**src/rtl/hilo_reg_unit.sv**
```systemverilog
// HI/LO special-register unit: captures ALU results for MULT/MT*, runs DIV/DIVU
// as an iterative restoring divider (one quotient bit per cycle) while stalling the pipeline.
module hilo_reg_unit #(
  parameter int unsigned DATA_WIDTH = 32
) (
  input  logic                  clk,
  input  logic                  reset_n,
  input  logic                  hilo_en,
  input  logic [4:0]            alu_control,
  input  logic [DATA_WIDTH-1:0] A,
  input  logic [DATA_WIDTH-1:0] B,
  input  logic [DATA_WIDTH-1:0] alu_LO,
  input  logic [DATA_WIDTH-1:0] alu_HI,
  output logic [DATA_WIDTH-1:0] LO_q,
  output logic [DATA_WIDTH-1:0] HI_q,
  output logic                  stall,
  output logic                  div_done
);

  localparam int unsigned CW = $clog2(DATA_WIDTH);

  localparam logic [4:0] OP_MULT  = 5'b10000;
  localparam logic [4:0] OP_MULTU = 5'b10001;
  localparam logic [4:0] OP_DIV   = 5'b10010;
  localparam logic [4:0] OP_DIVU  = 5'b10011;
  localparam logic [4:0] OP_MTLO  = 5'b10101;
  localparam logic [4:0] OP_MTHI  = 5'b10110;

  typedef enum logic [1:0] {
    S_IDLE,
    S_DIV,
    S_FIX
  } state_t;

  state_t                state, state_nxt;
  logic [CW-1:0]         counter;
  logic [DATA_WIDTH-1:0] quo, dvs, rem, a_raw;
  logic                  q_sign, r_sign, div_zero;

  logic                  div_start, is_signed;
  logic [DATA_WIDTH-1:0] a_mag, b_mag;
  logic [DATA_WIDTH:0]   shifted;
  logic                  ge;
  logic [DATA_WIDTH-1:0] rem_step, quo_step, quo_fix, rem_fix;

  assign div_start = hilo_en && (alu_control == OP_DIV || alu_control == OP_DIVU);
  assign is_signed = (alu_control == OP_DIV);
  assign a_mag     = (is_signed && A[DATA_WIDTH-1]) ? -A : A;
  assign b_mag     = (is_signed && B[DATA_WIDTH-1]) ? -B : B;

  // The 33-bit partial remainder exists only as 'shifted'; after a restoring
  // step it always fits back into DATA_WIDTH bits because it is below the divisor.
  always_comb begin
    shifted  = {rem, quo[DATA_WIDTH-1]};
    ge       = (shifted >= {1'b0, dvs});
    rem_step = ge ? DATA_WIDTH'(shifted - {1'b0, dvs}) : shifted[DATA_WIDTH-1:0];
    quo_step = {quo[DATA_WIDTH-2:0], ge};
    quo_fix  = q_sign ? -quo : quo;
    rem_fix  = r_sign ? -rem : rem;
  end

  always_comb begin
    state_nxt = state;
    stall     = 1'b0;
    div_done  = 1'b0;
    case (state)
      S_IDLE: begin
        if (div_start) begin
          stall     = 1'b1;
          state_nxt = S_DIV;
        end
      end
      S_DIV: begin
        stall = 1'b1;
        if (counter == CW'(DATA_WIDTH - 1)) state_nxt = S_FIX;
      end
      S_FIX: begin
        stall     = 1'b1;
        div_done  = 1'b1;
        state_nxt = S_IDLE;
      end
      default: state_nxt = S_IDLE;
    endcase
  end

  always_ff @(posedge clk or negedge reset_n) begin
    if (!reset_n) begin
      state    <= S_IDLE;
      counter  <= '0;
      LO_q     <= '0;
      HI_q     <= '0;
      quo      <= '0;
      dvs      <= '0;
      rem      <= '0;
      a_raw    <= '0;
      q_sign   <= 1'b0;
      r_sign   <= 1'b0;
      div_zero <= 1'b0;
    end else begin
      state <= state_nxt;
      case (state)
        S_IDLE: begin
          if (hilo_en) begin
            case (alu_control)
              OP_MULT, OP_MULTU: begin
                LO_q <= alu_LO;
                HI_q <= alu_HI;
              end
              OP_MTLO: LO_q <= alu_LO;
              OP_MTHI: HI_q <= alu_HI;
              OP_DIV, OP_DIVU: begin
                quo      <= a_mag;
                dvs      <= b_mag;
                rem      <= '0;
                a_raw    <= A;
                q_sign   <= is_signed && (A[DATA_WIDTH-1] ^ B[DATA_WIDTH-1]);
                r_sign   <= is_signed && A[DATA_WIDTH-1];
                div_zero <= (B == '0);
                counter  <= '0;
              end
              default: ;
            endcase
          end
        end
        S_DIV: begin
          rem     <= rem_step;
          quo     <= quo_step;
          counter <= counter + 1'b1;
        end
        S_FIX: begin
          if (div_zero) begin
            LO_q <= '1;
            HI_q <= a_raw;
          end else begin
            LO_q <= quo_fix;
            HI_q <= rem_fix;
          end
        end
        default: ;
      endcase
    end
  end

endmodule

```
**config.mk**
```make
export PLATFORM = sky130hd
export DESIGN_NAME = hilo_reg_unit
export DESIGN_NICKNAME = d
export VERILOG_FILES = /design/src/rtl/hilo_reg_unit.sv
export SDC_FILE = /design/constraint.sdc
export NUM_CORES = 1
export LEC_CHECK = 0
export ABC_AREA = 1
export CAP_MARGIN = 20
export CORE_AREA = 2 2 175 177
export DETAILED_ROUTE_END_ITERATION = 10
export DIE_AREA = 0 0 177 179
export GPL_TIMING_DRIVEN = 0
export PLACE_DENSITY = 0.8
export RECOVER_POWER = 100
export SETUP_SLACK_MARGIN = 0.2
export SLEW_MARGIN = 10
export SYNTH_ARGS = -nofsm -noshare
export SYNTH_HDL_FRONTEND = slang
export SYNTH_SLANG_ARGS = --single-unit
```
**constraint.sdc**
```tcl
create_clock -name clk -period 2.3 [get_ports clk]
set_input_delay 0.46 -clock clk [delete_from_list [all_inputs] [get_ports clk]]
set_output_delay 0.46 -clock clk [all_outputs]
set_load 0.02 [all_outputs]
```
==> impl_metrics.py <==
metrics = {
    "route": {
        "wl_per_cell_um": 20.2,
        "drt-total-wl_um": 62900,
        "initialDrtViolationCount": 2554,
        "num_vias": 18400,
        "route.detailed.drc": 0,
        "ant_nets": 0,
        "via_per_inst": 5.90,
        "first_pass_iters": 7,
    },
    "power_and_ir_drop": {
        "p_total_mw": 22.7,
        "leakagePower_nw": 10.5,
        "power_density_mw_per_mm2": 1070,
        "swShare_pct": 47.4,
        "p_int_mw": 12.0,
        "power_switching_mw": 10.8,
        "pwr-share-seq_pct": 27.0,
        "combPwrFrac_pct": 55.7,
        "p_clk_share_pct": 17.3,
        "ir_worst_vdd_uv": 988,
    },
    "placed_design": {
        "dp_hpwl_um": 46200,
        "io_buffers": 201,
        "dp_cells": 2961,
        "gp_congestion": 1.02,
    },
    "final_layout": {
        "fillers": 2472,
        "nets": 2886,
        "layout-drive-gt1-share_pct": 19.8,
        "final_util_pct": 70.4,
        "antenna_cells": 0,
        "areaGrowthSynthToFinish_pct": 38.6,
        "final_cells": 3120,
    },
    "yosys": {
        "synth_cells": 2363,
        "netlist_area_sq_mm": 0.0153,
        "synth_edf_count": 0,
        "syn_nets": 2542,
        "synth_seq_area_share_pct": 33.1,
        "avgSynthCellArea_sq_um": 6.46,
        "synth-async-reset-ratio_pct": 100,
        "synth-warning-count": 0,
        "synth_seq_cells": 202,
        "synth_cell_types": 48,
        "synth-main-ff-cell": "dfrtp_1",
    },
    "floorplan": {
        "start_util_pct": 50.8,
        "die_area_sq_mm": 0.0317,
        "die_y_um": 179,
        "ioPinCount": 202,
        "fp.dieW_um": 177,
        "coreArea_sq_mm": 0.0300,
        "rows": 64,
    },
    "clocking": {
        "htreeDepth": 1,
        "clkLatencyLatePin_ps": 540,
        "cts_hold_buf": 0,
        "clockBufferDepth": 3,
        "clk_pin_slew_ps": 70,
        "cts-buffers-inserted": 24,
        "tritoncts": "yes",
        "cts-root-buf": "clkbuf_16",
        "cts.sinks": 202,
    },
    "setup_path": {
        "r2r-start": "rem[2]",
        "critPathMaxFanout": 7,
        "r2r.worst_path.cells": 15,
        "slowest_delay_ps": 440,
        "cp.arrival_ps": 2700,
        "crit_chain": "ha_4 > nand2_1 > nor2_1 > nand2_1 > nand3_2 > nand2_1 > nand2_2 > nand2_2 > nand2_2 > nand2_4 > nand2_8 > buf_8 > nand2_2 > nand3_2 > nand2_1",
        "worst_setup_path_end_kind": "register",
        "critical_path_class": "register to register",
        "r2r_slack_ps": 20,
        "cp-start-kind": "register",
        "cp_data_required_time_ps": 2720,
        "reg2reg_to": "rem[5]",
        "slowest_stage": "dfrtp_2",
    },
    "timing": {
        "finalClockSkew_ps": 27.1,
        "finalCriticalPeriod_ps": 2280,
        "worstMarginPinSlew_ps": 1400,
        "rsz0062_at_grt": "yes",
        "finalHoldViolCount": 0,
        "layout_worst_path_cycle_share_pct": 99.3,
        "fmax_ghz": 0.438,
        "slew_viol_final": 0,
        "setup_viol": 0,
        "slew_headroom_pct": 6.56,
    },
    "grt": {
        "antenna_found_initial": 1,
        "grt_pass1_wl_um": 92200,
        "grt_pass1_vias": 16700,
        "grt_use_total_pct": 37.7,
        "grt_max_degree": 108,
        "grt-ovfl-total": 0,
    },
    "job": {
        "drv_cap": 0,
    },
    "status": {
        "status": "finished clean",
    },
    "min_path": {
        "hold_class": "primary input to async pin",
    },
}
==> area by class of cell <==
| class | instances | area [sq um] | area share [%] |
|---|---|---|---|
| plain buffers | 85 | 591 | 2.79 |
| repair buffers | 318 | 2960 | 14.0 |
| inverters | 316 | 1210 | 5.72 |
| clock inverters | 15 | 163 | 0.769 |
| multi-input cells | 1760 | 9990 | 47.3 |
| clock buffers | 28 | 636 | 3.01 |
| well taps | 396 | 495 | 2.34 |
| flip-flops and latches | 202 | 5090 | 24.1 |
==> sequential cells by signal, summed over array words and instances (netlist names) <==
signal and cells:
counter 5, HI_q 32, q_sign 1, quo 32, LO_q 32, dvs 32, div_zero 1, rem 32
r_sign 1, a_raw 32, state 2
==> routing by layer <==
layer  up-vias  routed length, um  track usage, %
met5         -                  0               0
met4         0               2590            11.8
met3       202               7710            9.46
met2      1214              26300            54.4
met1      8660              26300            55.1
li1       8318                  -               -
==> worst max-delay path, delay by kind of cell (launching register included) <==
| kind | cells | cell delay [ps] |
|---|---|---|
| simple gates | 13 | 1230 |
| fa+ha+maj | 1 | 310 |
| flops | 1 | 440 |
| buf+inv | 1 | 160 |
==> worst max-delay path by stage <==
stage / endpoint / depth (start not counted) / from / slack (ps)
2_1_floorplan: stall / 7 / state[0] / 230
4_1_cts: stall / 8 / state[1] / 30
3_5_place_dp: stall / 8 / alu_control[3] / -1320
6_report: rem[5] / 15 / rem[2] / 20
5_1_grt: stall / 8 / state[0] / -40
3_3_place_gp: dvs[12] / 1 / reset_n / -7650
==> power by group through the flow <==
stage	Sequential [mW]	Combinational, mW	Clock, mW
after floorplan	6.38	5.59	0
after global placement	6.02	9.82	0
after detailed placement	6.05	9.98	0
after CTS	6.04	11.2	3.91
after global routing	6.24	13.6	4.06
final	6.13	12.6	3.94
==> stage by stage <==
step | hold WS, ps | setup TNS, ps | worst slack, ps | area (sq um)
after floorplan | 164 | 0 | 235 | 15300
after global placement | 458 | -1566510 | -7650 | 17800
after detailed placement | 463 | -37060 | -1320 | 17800
after CTS | 5.34 | 0 | 34.3 | 20000
after global routing | 399 | -206 | -43.7 | 21100
final | 292 | 0 | 16.7 | 21100
==> synthesized netlist by cell type, types with 4 or more instances <==
library cell,count,share of area (%)
a41oi_1,6,0.34
inv_1,306,7.5
dfrtp_1,202,33
clkbuf_1,44,1.1
nand4_1,30,1.2
a21oi_1,102,3.3
and2_1,4,0.16
xor2_1,40,2.3
o21ai_0,161,5.3
nor2_4,6,0.44
a31oi_1,6,0.25
nor2_2,10,0.41
inv_2,9,0.22
nand3_1,229,7.5
o221ai_1,6,0.34
buf_4,6,0.30
o21ai_1,9,0.30
a221oi_1,23,1.3
nor3_1,27,0.89
xnor2_1,20,1.1
nand3b_1,13,0.64
o211ai_1,20,0.98
or2_2,6,0.25
buf_2,29,0.95
o22ai_1,8,0.33
ha_1,42,3.4
nor2_1,223,5.5
nand2_1,733,18
nand2_2,10,0.41
==> placed cells by master (no fill, tap or decap), types with 8 or more instances in the layout <==
cell             netlist  routed
a21oi_1              102      97
a221oi_1              23      16
buf_2                 29      14
buf_4                  6     120
buf_6                  3      10
clkbuf_1              44      21
clkbuf_16              0      25
clkbuf_2               0      22
clkdlybuf4s50_1        0     193
dfrtp_1              202     174
dfrtp_2                0      28
ha_1                  42       8
ha_4                   0      34
inv_1                306     273
inv_2                  9      33
inv_4                  0       9
nand2_1              733     660
nand2_2               10      39
nand2_4                2      44
nand3_1              229     188
nand3_2                2      43
nand3b_1              13      13
nand4_1               30      30
nor2_1               223     196
nor2_2                10      22
nor2_4                 6      21
nor3_1                27      22
o211ai_1              20      20
o21ai_0              161     157
o21ai_1                9      10
o22ai_1                8       8
xnor2_1               20      17
xor2_1                40      40
==> cell families after synthesis <==
kind of cell | Yosys count | share of synthesized area, %
and+or+nand+nor | 1302 | 36.2
buffers and inverters | 401 | 10.4
AOI/OAI and AO/OA | 355 | 13.3
DFF | 202 | 33.1
xor gates and xnor gates | 60 | 3.44
adders and majority gates | 43 | 3.58
==> repair_timing <==
item | 4_1_cts | 5_1_grt
endpoints found under the setup margin | 139 | 144
pin swaps | 43 | 76
hold endpoints to repair | 0 | 0
gates cloned | 3 | 0
buffers inserted | 70 | 43
resized for setup | 219 | 246
Power figures use the tool's default switching activity.
